==> config.mk <==
export PLATFORM = sky130hd
export DESIGN_NAME = pipe_hzd_ctrl
export DESIGN_NICKNAME = d
export VERILOG_FILES = /design/src/rtl/pipe_hzd_ctrl_pkg.sv /design/src/rtl/pipe_hzd_ctrl_raw_match.sv /design/src/rtl/pipe_hzd_ctrl.sv
export SDC_FILE = /design/constraint.sdc
export NUM_CORES = 1
export LEC_CHECK = 0
export BUFFER_PORTS_ARGS = -buffer_cell sky130_fd_sc_hd__buf_2
export CAP_MARGIN = 20
export CORE_UTILIZATION = 43
export CTS_CLUSTER_DIAMETER = 120
export DETAILED_ROUTE_END_ITERATION = 8
export PLACE_DENSITY = 0.75
export SETUP_SLACK_MARGIN = 0.05
export SLEW_MARGIN = 30
export SYNTH_ARGS = -nofsm -noshare
export SYNTH_HDL_FRONTEND = slang
export SYNTH_SLANG_ARGS = --single-unit
==> constraint.sdc <==
create_clock -name i_clk -period 3.25 [get_ports i_clk]
set_input_delay 0.4875 -clock i_clk [delete_from_list [all_inputs] [get_ports i_clk]]
set_output_delay 0.4875 -clock i_clk [all_outputs]
set_load 0.02 [all_outputs]
==> src/rtl/pipe_hzd_ctrl_pkg.sv <==
`default_nettype none
// ============================================================================
// Module   : pipe_ctrl_pkg
// Brief    : Shared types for the pipeline hazard/sequencing controller.
// Revision : 1.0
// ============================================================================
package pipe_ctrl_pkg;

    typedef struct packed {
        logic       vld;
        logic [4:0] rd;
        logic       wren;
    } stg_shadow_t;

    localparam logic [4:0]  REG_X0        = 5'd0;
    localparam stg_shadow_t SHADOW_BUBBLE = '{vld: 1'b0, rd: REG_X0, wren: 1'b0};

    typedef enum logic [2:0] {
        MODE_RESET    = 3'd0,
        MODE_LSU_WAIT = 3'd1,
        MODE_BRANCH   = 3'd2,
        MODE_RAW      = 3'd3,
        MODE_RUN      = 3'd4
    } ctl_mode_t;

    // A stage can only produce a hazard if it will really write a non-x0 register.
    function automatic logic is_writer(input stg_shadow_t s);
        return s.vld && s.wren && (s.rd != REG_X0);
    endfunction

endpackage : pipe_ctrl_pkg
`default_nettype wire

==> src/rtl/pipe_hzd_ctrl_raw_match.sv <==
`default_nettype none
// ============================================================================
// Module   : hzd_raw_match
// Brief    : Compares the ID source operands against one stage shadow.
// Revision : 1.0
// ============================================================================
module hzd_raw_match
    import pipe_ctrl_pkg::*;
(
    input  logic        i_id_vld,
    input  logic [4:0]  i_rs1_addr,
    input  logic [4:0]  i_rs2_addr,
    input  logic        i_rs1_used,
    input  logic        i_rs2_used,
    input  stg_shadow_t i_stg,
    output logic        o_hit
);

    logic w_live;
    logic w_hit_rs1;
    logic w_hit_rs2;

    // rd != x0 is guaranteed by is_writer, so an equal source is never x0.
    assign w_live    = i_id_vld && is_writer(i_stg);
    assign w_hit_rs1 = i_rs1_used && (i_rs1_addr == i_stg.rd);
    assign w_hit_rs2 = i_rs2_used && (i_rs2_addr == i_stg.rd);
    assign o_hit     = w_live && (w_hit_rs1 || w_hit_rs2);

endmodule : hzd_raw_match
`default_nettype wire

==> src/rtl/pipe_hzd_ctrl.sv <==
`default_nettype none
// ============================================================================
// Module   : pipe_hzd_ctrl
// Brief    : Stall/flush sequencing and performance counters for a 5-stage
//            non-forwarding pipeline.
// Revision : 1.0
// ============================================================================
module pipe_hzd_ctrl
    import pipe_ctrl_pkg::*;
#(
    parameter int REGFILE_WT = 1,
    parameter int CNT_W      = 32
) (
    input  logic             i_clk,
    input  logic             i_rstn,
    input  logic             i_id_vld,
    input  logic [4:0]       i_id_rs1_addr,
    input  logic [4:0]       i_id_rs2_addr,
    input  logic             i_id_rs1_used,
    input  logic             i_id_rs2_used,
    input  logic [4:0]       i_id_rd_addr,
    input  logic             i_id_rd_wren,
    input  logic             i_ex_br_taken,
    input  logic             i_lsu_busy,
    output logic             o_pc_en,
    output logic             o_if_id_en,
    output logic             o_if_id_flush,
    output logic             o_id_ex_en,
    output logic             o_id_ex_flush,
    output logic             o_ex_mem_en,
    output logic             o_mem_wb_flush,
    output logic             o_insn_vld,
    output logic [CNT_W-1:0] o_stall_cnt,
    output logic [CNT_W-1:0] o_flush_cnt,
    output logic [CNT_W-1:0] o_nop_cnt
);

    localparam logic [CNT_W-1:0] c_cnt_max = {CNT_W{1'b1}};
    localparam logic [CNT_W-1:0] c_cnt_one = CNT_W'(1);

    stg_shadow_t      r_ex;
    stg_shadow_t      r_mem;
    stg_shadow_t      r_wb;
    stg_shadow_t      w_id_shadow;
    logic             w_hit_ex;
    logic             w_hit_mem;
    logic             w_hit_wb;
    logic             w_raw;
    ctl_mode_t        w_mode;
    logic             w_stall_evt;
    logic             w_flush_evt;
    logic             w_nop_evt;
    logic [CNT_W-1:0] r_stall_cnt;
    logic [CNT_W-1:0] r_flush_cnt;
    logic [CNT_W-1:0] r_nop_cnt;

    assign w_id_shadow = '{vld: i_id_vld, rd: i_id_rd_addr, wren: i_id_rd_wren};

    hzd_raw_match u_raw_ex (
        .i_id_vld   (i_id_vld),
        .i_rs1_addr (i_id_rs1_addr),
        .i_rs2_addr (i_id_rs2_addr),
        .i_rs1_used (i_id_rs1_used),
        .i_rs2_used (i_id_rs2_used),
        .i_stg      (r_ex),
        .o_hit      (w_hit_ex)
    );

    hzd_raw_match u_raw_mem (
        .i_id_vld   (i_id_vld),
        .i_rs1_addr (i_id_rs1_addr),
        .i_rs2_addr (i_id_rs2_addr),
        .i_rs1_used (i_id_rs1_used),
        .i_rs2_used (i_id_rs2_used),
        .i_stg      (r_mem),
        .o_hit      (w_hit_mem)
    );

    // Without write-through the WB producer is not yet visible to the ID read.
    generate
        if (REGFILE_WT == 0) begin : g_wb_chk
            hzd_raw_match u_raw_wb (
                .i_id_vld   (i_id_vld),
                .i_rs1_addr (i_id_rs1_addr),
                .i_rs2_addr (i_id_rs2_addr),
                .i_rs1_used (i_id_rs1_used),
                .i_rs2_used (i_id_rs2_used),
                .i_stg      (r_wb),
                .o_hit      (w_hit_wb)
            );
        end else begin : g_wb_skip
            logic w_unused_wb;
            assign w_unused_wb = ^{r_wb.rd, r_wb.wren};
            assign w_hit_wb    = 1'b0;
        end
    endgenerate

    assign w_raw = w_hit_ex || w_hit_mem || w_hit_wb;

    // A memory wait freezes everything upstream, so a resolved branch waits for it.
    always_comb begin
        w_mode = MODE_RUN;
        if (!i_rstn) begin
            w_mode = MODE_RESET;
        end else if (i_lsu_busy) begin
            w_mode = MODE_LSU_WAIT;
        end else if (i_ex_br_taken) begin
            w_mode = MODE_BRANCH;
        end else if (w_raw) begin
            w_mode = MODE_RAW;
        end
    end

    always_comb begin
        o_pc_en        = 1'b1;
        o_if_id_en     = 1'b1;
        o_if_id_flush  = 1'b0;
        o_id_ex_en     = 1'b1;
        o_id_ex_flush  = 1'b0;
        o_ex_mem_en    = 1'b1;
        o_mem_wb_flush = 1'b0;
        case (w_mode)
            MODE_RESET: begin
                o_pc_en        = 1'b0;
                o_if_id_en     = 1'b0;
                o_if_id_flush  = 1'b1;
                o_id_ex_en     = 1'b0;
                o_id_ex_flush  = 1'b1;
                o_ex_mem_en    = 1'b0;
                o_mem_wb_flush = 1'b1;
            end
            MODE_LSU_WAIT: begin
                o_pc_en        = 1'b0;
                o_if_id_en     = 1'b0;
                o_id_ex_en     = 1'b0;
                o_ex_mem_en    = 1'b0;
                o_mem_wb_flush = 1'b1;
            end
            MODE_BRANCH: begin
                o_if_id_flush  = 1'b1;
                o_id_ex_flush  = 1'b1;
            end
            MODE_RAW: begin
                o_pc_en        = 1'b0;
                o_if_id_en     = 1'b0;
                o_id_ex_flush  = 1'b1;
            end
            default: ;
        endcase
    end

    always_ff @(posedge i_clk) begin
        if (!i_rstn) begin
            r_ex  <= SHADOW_BUBBLE;
            r_mem <= SHADOW_BUBBLE;
            r_wb  <= SHADOW_BUBBLE;
        end else begin
            case (w_mode)
                MODE_LSU_WAIT: begin
                    r_wb <= SHADOW_BUBBLE;
                end
                MODE_BRANCH, MODE_RAW: begin
                    r_ex  <= SHADOW_BUBBLE;
                    r_mem <= r_ex;
                    r_wb  <= r_mem;
                end
                default: begin
                    r_ex  <= w_id_shadow;
                    r_mem <= r_ex;
                    r_wb  <= r_mem;
                end
            endcase
        end
    end

    assign w_stall_evt = (w_mode == MODE_LSU_WAIT) || (w_mode == MODE_RAW);
    assign w_flush_evt = (w_mode == MODE_BRANCH);
    assign w_nop_evt   = !r_wb.vld;

    // Counters stick at all-ones rather than wrapping.
    always_ff @(posedge i_clk) begin
        if (!i_rstn) begin
            r_stall_cnt <= '0;
            r_flush_cnt <= '0;
            r_nop_cnt   <= '0;
        end else begin
            if (w_stall_evt && (r_stall_cnt != c_cnt_max)) begin
                r_stall_cnt <= r_stall_cnt + c_cnt_one;
            end
            if (w_flush_evt && (r_flush_cnt != c_cnt_max)) begin
                r_flush_cnt <= r_flush_cnt + c_cnt_one;
            end
            if (w_nop_evt && (r_nop_cnt != c_cnt_max)) begin
                r_nop_cnt <= r_nop_cnt + c_cnt_one;
            end
        end
    end

    assign o_insn_vld  = r_wb.vld;
    assign o_stall_cnt = r_stall_cnt;
    assign o_flush_cnt = r_flush_cnt;
    assign o_nop_cnt   = r_nop_cnt;

endmodule : pipe_hzd_ctrl
`default_nettype wire
[Word level (Yosys, flattened, before mapping)]
Index checks and enable logic that the tools add are counted.
Storage, ports and cells
  register bits after elaboration: 111
  input bits: 23
  output and inout port bits: 104
  word-level logic and storage cells: 63
Cells by class
  add/subtract/negate cells: 3
  eq/ne operators: 10
  mux-type cells: 10
  bitwise gates (word level): 1
  reductions and logical operators: 29
Operators with widths (count)
  adder 32 x 1 -> 32 bit, second input constant: 3
  != test 32 bit, second input constant: 3
  equality test 5 bit: 4
  logical AND 1 bit: 15
  one-hot mux 7 bit (2 select lines): 1
  2-to-1 mux 3 bit: 4
  nonzero test 5 bit: 2
  OR reduction 2 bit: 4
  equality test 3 x 2 -> 1 bit, second input constant: 2
  OR reduction 3 bit: 2
  2-to-1 mux 1 bit: 5
  logical OR 1 bit: 4
  equality test 3 x 1 -> 1 bit, second input constant: 1
  zero test 3 bit: 1
  zero test 1 bit: 1
  inverter 1 bit: 1

[Logic depth before layout (Yosys ltp)]
Gate-level depths: netlist (run 1).
  word-level depth: 12
  gate-level depth with buffers: 8
  depth with buffers taken out: 7

[By module]
A second synthesis (run 1) with hierarchy kept.
Unflattened totals
  cells, all modules: 678
  area, all modules: 5739.3 um2
Modules (own cells, without submodules)
  pipe_hzd_ctrl: times used 1, cells each 644, area each 5476.5 um2, sequential area each 2222.1 um2
  hzd_raw_match: times used 2, cells each 17, area each 131.4 um2, sequential area each 0.0 um2

[Worst setup path before layout (run 1)]
OpenSTA, ideal clock, no wires.
  path kind: input port to output port
  start: input port i_rstn
  end: output port o_pc_en
  arrival: 2.460 ns
  required time: 2.762 ns
  slack: 0.303 ns
  stages: 6
  path buffers: 2
  cell sequence: buf_1 > inv_2 > nor2_1 > inv_1 > a221oi_1 > buf_4
Between the ends
  cells in the longest elaborated chain, start to end: 4
  elaborated cells on any way between the ends: 6
  classes of those cells: eq/ne (2); mux (2); reduce/logical (2)
Ends and longest elaborated chain
  start: declaration: RTL line pipe_hzd_ctrl.sv:15  | input logic i_rstn,
  2-to-1 mux 3 bit *: RTL line pipe_hzd_ctrl.sv:103  | if (!i_rstn) begin
  equality test 3 x 1 -> 1 bit, or another cell as far along
  OR reduction 3 bit (no line) *
  2-to-1 mux 1 bit *
  end: declaration: RTL line pipe_hzd_ctrl.sv:25  | output logic o_pc_en,
Mark *: on every way between the ends. The rest lies on a longest branch, timed or not.

[Worst setup path after layout (run 1)]
  start: register r_ex[4] (netlist bit)
  end: output port o_id_ex_flush
Between the ends
  cells in the longest elaborated chain, start to end: 12
  elaborated cells on any way between the ends: 19
  classes of those cells: eq/ne (4); mux (5); reduce/logical (10)
Ends and longest elaborated chain
  start: declaration: RTL line pipe_hzd_ctrl.sv:41  | stg_shadow_t r_ex;
  start signal: assignment: RTL line pipe_hzd_ctrl.sv:168  | r_ex <= w_id_shadow;
  equality test 5 bit, or another cell as far along: RTL line pipe_hzd_ctrl_raw_match.sv:25  | assign w_hit_rs1 = i_rs1_used && (i_rs1_addr == i_stg.rd);
  logical AND 1 bit (on tied branches): RTL line pipe_hzd_ctrl_raw_match.sv:25, pipe_hzd_ctrl_pkg.sv:28, pipe_hzd_ctrl_raw_match.sv:26
  logical OR 1 bit or logical AND 1 bit (tied branches): RTL line pipe_hzd_ctrl_raw_match.sv:27, pipe_hzd_ctrl_raw_match.sv:24
  logical AND 1 bit *: RTL line pipe_hzd_ctrl_raw_match.sv:27  | assign o_hit = w_live && (w_hit_rs1 || w_hit_rs2);
  logical OR 1 bit *: RTL line pipe_hzd_ctrl.sv:98  | assign w_raw = w_hit_ex || w_hit_mem || w_hit_wb;
  2-to-1 mux 3 bit *: RTL line pipe_hzd_ctrl.sv:109  | end else if (w_raw) begin
  2-to-1 mux 3 bit *: RTL line pipe_hzd_ctrl.sv:107  | end else if (i_ex_br_taken) begin
  2-to-1 mux 3 bit *: RTL line pipe_hzd_ctrl.sv:105  | end else if (i_lsu_busy) begin
  2-to-1 mux 3 bit *: RTL line pipe_hzd_ctrl.sv:103
  equality test 3 x 2 -> 1 bit or zero test 3 bit (tied branches): RTL line pipe_hzd_ctrl.sv:122  | case (w_mode)
  OR reduction 3 bit (no line) *
  2-to-1 mux 1 bit *: RTL line pipe_hzd_ctrl.sv:122
  end: declaration: RTL line pipe_hzd_ctrl.sv:29  | output logic o_id_ex_flush,
Marks and branches as above.

==> impl_metrics.toml, run 1 <==
[place]
hpwlAfterDp_um = 9330
gp_congestion = 0.770
pre_cts_slack_ns = 0.748
io_buffers = 126

[cells_and_area]
layout-drive-gt1-share_pct = 20.6
fin_nets = 796
n_antenna_cell = 0
areaGrowthSynthToFinish_pct = 19.8

[sta]
max_clock_freq_mhz = 373
slew_headroom_pct = 41.1
slew_viol_final = 0
period_share_pct = 82.5
fin_tns_setup_ns = 0
hold_slack_ns = 0.368
worst_slack_ns = 0.569
report.final.hold_viol_count = 0
fin_skew_ns = 0.0110
min_period_ns = 2.68
worst_slew_pin_slew_ns = 0.883
rsz0062_at_grt = "no"
setup_violations = 0

[routing]
wirelength_um = 13400
antenna_left = 0
drc = 0
wl_per_cell_um = 14.1
drtPass1Iterations = 4
vias = 5142
drtIter0Drc = 343
routed_via_density = 5.43

[clocking]
cts_hold_repair.buffers = 0
htreeDepth = 3
clk_pin_slew_worst_paths_ns = 0.07
cts_setup_buffers = 0
root_buffer = "clkbuf_16"
clk_path_buf_depth = 2
ctsResizeCount = 0
tritoncts = "built"
clk-insertion-delay-late_ns = 0.35
clock-sinks = 111
cts_buffers = 9

[synth]
avgSynthCellArea_um2 = 8.45
synth_area_um2 = 5550
synth_enable_flop_cells = 0
ys.warnings.count = 0
synth_top_cell_by_area = "dfxtp_1"
yosys-top-cells-area = "dfxtp_1, xnor2_1, nor2_1"
synth_top_area_share_pct = 40.1
yosys.cell_count.top_type = "dfxtp_1"
yosysSeqAreaShare_pct = 40.1
async_flop_share_pct = 0
synthCells = 656
synth_nets = 682
ys.flop_type = "dfxtp_1"
yosys-top-cells-count = "dfxtp_1, nor2_1, xnor2_1"
ys_seq_elements = 111
synth.distinct_cells = 47

[global_routing]
grt_pass1_wl_um = 21300
overflow = 0
antenna_found_initial = 0
grt_pass1_vias = 4317
grt_util_all_layers_pct = 20.1
grt_max_degree = 81

[floorplanning]
core-area_um2 = 12600
dieArea_um2 = 13400
dieWidth_um = 116
start_util_pct = 43.9
io_pins = 127
fp.dieH_um = 116
core.rowCount = 41

[setup_path]
crit_required_ns = 2.76
slowest_stage = "dfxtp_1"
critical_path.startpoint_type = "flip-flop"
path_class = "reg -> out"
path_buf_inv = 1
crit_family = "compound AO/OA/AOI/OAI gates"
critPathCaptureType = "primary output"
crit_start = "r_ex[4]$_SDFFE_PN0P_"
cp_max_fo = 5
r2r_start = "o_stall_cnt[0]$_SDFFE_PN0P_"
slowest_delay_ns = 0.47
crit_chain = "xnor2_1 -> nand4_1 -> o22ai_1 -> a221oi_1 -> o21ai_1 -> buf_2"
arrival_ns = 2.19

[status]
outcome = "complete, no violations"

[worst_hold_path]
hold_class = "in -> reg"
hp-start = "i_id_rd_addr[2]"

[power]
leakagePower_nw = 2.57
powerDensity_nw_per_um2 = 417
ir_worst_vdd_uv = 304

[flow_run]
maxCapViolations = 0
-- registers in the layout, indices dropped and copies added, names as in the netlist --
signal / flops
o_insn_vld: 1
r_ex: 7
o_nop_cnt: 32
r_mem: 7
o_stall_cnt: 32
o_flush_cnt: 32
-- cell families after synthesis --
family / after synthesis / synth area share [%]
simple gates: 328 / 31.5
flops: 111 / 40.1
compound gates: 77 / 8.89
xor+xnor: 73 / 11.5
buf+inv: 41 / 3.20
mux: 23 / 4.15
fa+ha+maj: 3 / 0.677
-- tightest hold or removal path: stages --
cell and delay (ns):
buf_2 0.07, mux2i_1 0.05, nor2_1 0.07
-- layer usage --
layer	routed length (µm)	share of wire, %	global-route usage [%]	vias up
met4	269	2.0	8.74	0
met3	510	3.8	3.03	22
met5	0	0	0	-
met1	6540	49	27.1	2401
li1	-	-	-	2597
met2	6040	45	31.9	122
-- layout by cell type (no fill, tap or decap), drive strengths merged, types with 12 or more instances in the layout --
| master | count |
|---|---|
| buf | 134 |
| dfxtp | 111 |
| nor2 | 81 |
| xnor2 | 59 |
| nand2 | 53 |
| nand4 | 36 |
| nand3 | 32 |
| nor3 | 25 |
| a21oi | 23 |
| mux2i | 23 |
| nor4 | 17 |
| o21ai | 17 |
| or3 | 16 |
| o31ai | 16 |
| xor2 | 14 |
| and3 | 13 |
| and2 | 12 |
| and4 | 12 |
-- power breakdown --
| group | leakage, nW | switching [mW] | internal (mW) |
|---|---|---|---|
| sequential | 0.896 | 0.0217 | 1.37 |
| combinational | 1.52 | 0.107 | 0.0629 |
| clock | 0.156 | 0.526 | 0.678 |
-- final timing paths --
check             slack (ns)  cells past startpoint                           end
setup / recovery        0.57                      6                 o_id_ex_flush
hold / removal          0.37                      3          r_ex[3]$_SDFFE_PN0P_
setup reg to reg        0.80                      6  o_stall_cnt[28]$_SDFFE_PN0P_
hold reg to reg         0.48                      2          r_ex[0]$_SDFFE_PN0P_
-- through the flow --
stage / util, % / total power [mW] / instances / instance area (µm²)
finish: 52.6 / 2.77 / 947 / 6640
global placement: 50.1 / 1.60 / 931 / 6320
detailed placement: 50.1 / 1.60 / 931 / 6320
global route: 52.6 / 2.87 / 947 / 6640
floorplan: - / 1.54 / 656 / 5550
CTS: 52.6 / 2.80 / 947 / 6640
-- final cells by class --
class / count / area, µm²
sequential: 111 / 2220
fill: 1237 / 5980
timing repair buffer: 134 / 691
clock inverter: 7 / 95.1
tap: 172 / 215
multi-input combinational: 504 / 3160
clock buffer: 9 / 225
inverter: 10 / 37.5
(Power assumes the default switching activity.)
==> inputs of run 2 (changes only) <==
ABC_AREA = 1   (was default)
PLACE_DENSITY = 0.74   (was 0.75)
clock period = 2.8 ns   (was 3.25 ns; I/O delays follow)
==> run 2 against run 1 <==
- die area grew 20%
- worst hold slack lost 0.065 ns
- cell count grew 42%
- critical path depth grew 4
- clock power grew 13%
- utilization shrank 1.8 points
- sequential power grew 16%
- power grew 16%
- sequential cell count is the same
- highest routed layer unchanged
==> impl_metrics.toml, run 2 <==
[setup_path]
reg2reg_depth = 9
r2r_slack_ns = 0.65
path_buf_inv = 1
path_class = "reg -> out"
worst_path_most_repeated_cell = "nand2_1"
critical_path.startpoint_type = "flip-flop"
critPathCaptureType = "primary output"
crit_required_ns = 2.38
arrival_ns = 2.06
crit_chain = "nand2_1 -> nand2_1 -> nor2_1 -> nand3_1 -> nand2_1 -> nand2_1 -> nand2_1 -> o21ai_0 -> nand2_1 -> buf_2"
crit_family = "simple AND/OR/NAND/NOR gates"
regToRegEndpoint = "o_stall_cnt[9]$_SDFFE_PN0P_"
slowest_stage = "dfxtp_1"
slowest_delay_ns = 0.47
cp_max_fo = 8
r2r_start = "o_stall_cnt[0]$_SDFFE_PN0P_"

[clocking]
htreeDepth = 3
ctsResizeCount = 0
tritoncts = "built"
root_buffer = "clkbuf_16"
cts_setup_buffers = 0
cts_hold_repair.buffers = 0
clk_pin_slew_worst_paths_ns = 0.07
clk-insertion-delay-late_ns = 0.36
clk_path_buf_depth = 2
clock-sinks = 111
cts_buffers = 9

[routing]
antenna_left = 0
wl_per_cell_um = 13.8
drtIter0Drc = 576
wirelength_um = 18600
vias = 7014
routed_via_density = 5.21
drc = 0
drtPass1Iterations = 5

[cells_and_area]
final_common_cell = "nand2_1"
layout-drive-gt1-share_pct = 15.4
fin_nets = 1181
utilization_pct = 50.8
areaGrowthSynthToFinish_pct = 15.5
fin_area_um2 = 7700
fillers = 1565
layout.cells.non_filler = 1347
n_antenna_cell = 0
final_cell_mix = "nand2_1, nor2_1, buf_2, dfxtp_1, inv_1"

[worst_hold_path]
holdPathStages = 3
hp-start = "i_id_rd_addr[4]"
hold_class = "in -> reg"
worstHoldEndpoint = "r_ex[5]$_SDFFE_PN0P_"

[synth]
async_flop_share_pct = 0
ys.flop_type = "dfxtp_1"
ys_seq_elements = 111
yosys.cell_count.top_type = "nand2_1"
yosysSeqAreaShare_pct = 33.3
yosys-top-cells-count = "nand2_1, nor2_1, dfxtp_1"
synth_enable_flop_cells = 0
synthCells = 1046
synth.distinct_cells = 40
ys.warnings.count = 0
synth_nets = 1072
synth_area_um2 = 6660
yosys-top-cells-area = "dfxtp_1, nand2_1, nor2_1"
synth_top_cell_by_area = "dfxtp_1"
avgSynthCellArea_um2 = 6.37
synth_top_area_share_pct = 33.3

[floorplanning]
dieWidth_um = 126
core.rowCount = 45
fp.dieH_um = 126
start_util_pct = 44.0
io_pins = 127
dieArea_um2 = 16000
core-area_um2 = 15100

[sta]
report.final.hold_viol_count = 0
max_clock_freq_mhz = 403
setup_violations = 0
hold_slack_ns = 0.303
worst_slew_pin_slew_ns = 0.545
slew_viol_final = 0
min_period_ns = 2.48
slew_headroom_pct = 63.6
fin_tns_setup_ns = 0
fin_skew_ns = 0.0134
period_share_pct = 88.6
rsz0062_at_grt = "no"

[global_routing]
grt_pass1_vias = 6291
grt_max_degree = 50
overflow = 0
grt_pass1_wl_um = 30700
antenna_found_initial = 0
grt_util_all_layers_pct = 23.6

[place]
dpl_cell_area_um2 = 7390
placed_cells = 1332
io_buffers = 126
gp_congestion = 0.904
hpwlAfterDp_um = 13600

[flow_run]
maxCapViolations = 0

[power]
leakagePower_nw = 3.10
powerDensity_nw_per_um2 = 417
ir_worst_vdd_uv = 297

[status]
outcome = "complete, no violations"
==> run 2: kinds of logic (layout without fill, tap and decap cells) <==
family                     Yosys count  in the layout  share of synthesized area, %
adders and majority gates            3              3                         0.563
DFF                                111            111                          33.3
xor gates and xnor gates            52             52                          6.83
AOI/OAI and AO/OA                  128            128                          9.84
buffers and inverters              148            261                          9.33
and+or+nand+nor                    604            604                          40.1
==> run 2: layer usage <==
layer  part of all wire [%]  wire length (µm)  vias to the layer above  global-route usage (%)
met5                      0                 0                        -                       0
met4                    1.6               298                        0                    7.23
met3                    5.8              1080                       21                    4.01
met2                     46              8600                      219                    38.8
met1                     46              8620                     3163                    31.6
li1                       -                 -                     3611                       -
==> run 2: stage by stage <==
step	setup slack (ns)	power, mW
after floorplan	0.681	1.82
after global placement	0.640	1.88
after detailed placement	0.568	1.89
after CTS	0.312	3.23
after global routing	0.0852	3.34
final	0.318	3.21
==> run 2: worst reg2reg max path, cell delays in order, from the launching register on <==
cell     delay, ns
dfxtp_1       0.43
ha_1          0.31
nand2_1       0.15
nor2_4        0.14
nand2_2       0.10
nor2_4        0.18
nand4_4       0.14
nand3_4       0.35
nand2_1       0.12
a21oi_1       0.16
==> run 2: power breakdown <==
group | total (mW) | switching, mW | internal, mW
combinational | 0.230 | 0.162 | 0.0679
clock | 1.36 | 0.616 | 0.742
sequential | 1.62 | 0.0223 | 1.60
total | 3.21 | 0.800 | 2.41
==> run 2: layout make-up <==
| cell class | instances | area (µm²) | area share [%] |
|---|---|---|---|
| inverter | 112 | 423 | 5.49 |
| multi-input combinational | 787 | 3820 | 49.6 |
| timing repair buffer | 134 | 691 | 8.97 |
| sequential | 111 | 2220 | 28.9 |
| clock buffer | 11 | 253 | 3.28 |
| clock inverter | 4 | 55.1 | 0.715 |
| tap | 188 | 235 | 3.06 |
==> run 2: worst max-delay path by stage <==
| stage | cells past startpoint | end | startpoint |
|---|---|---|---|
| final | 10 | o_id_ex_flush | r_ex[1]$_SDFFE_PN0P_ |
| after global routing | 12 | o_mem_wb_flush | r_ex[2]$_SDFFE_PN0P_ |
| after global placement | 5 | o_id_ex_flush | i_lsu_busy |
| after floorplan | 13 | o_pc_en | i_id_rs1_addr[0] |
| after detailed placement | 5 | o_id_ex_flush | i_lsu_busy |
| after CTS | 10 | o_id_ex_flush | r_ex[1]$_SDFFE_PN0P_ |
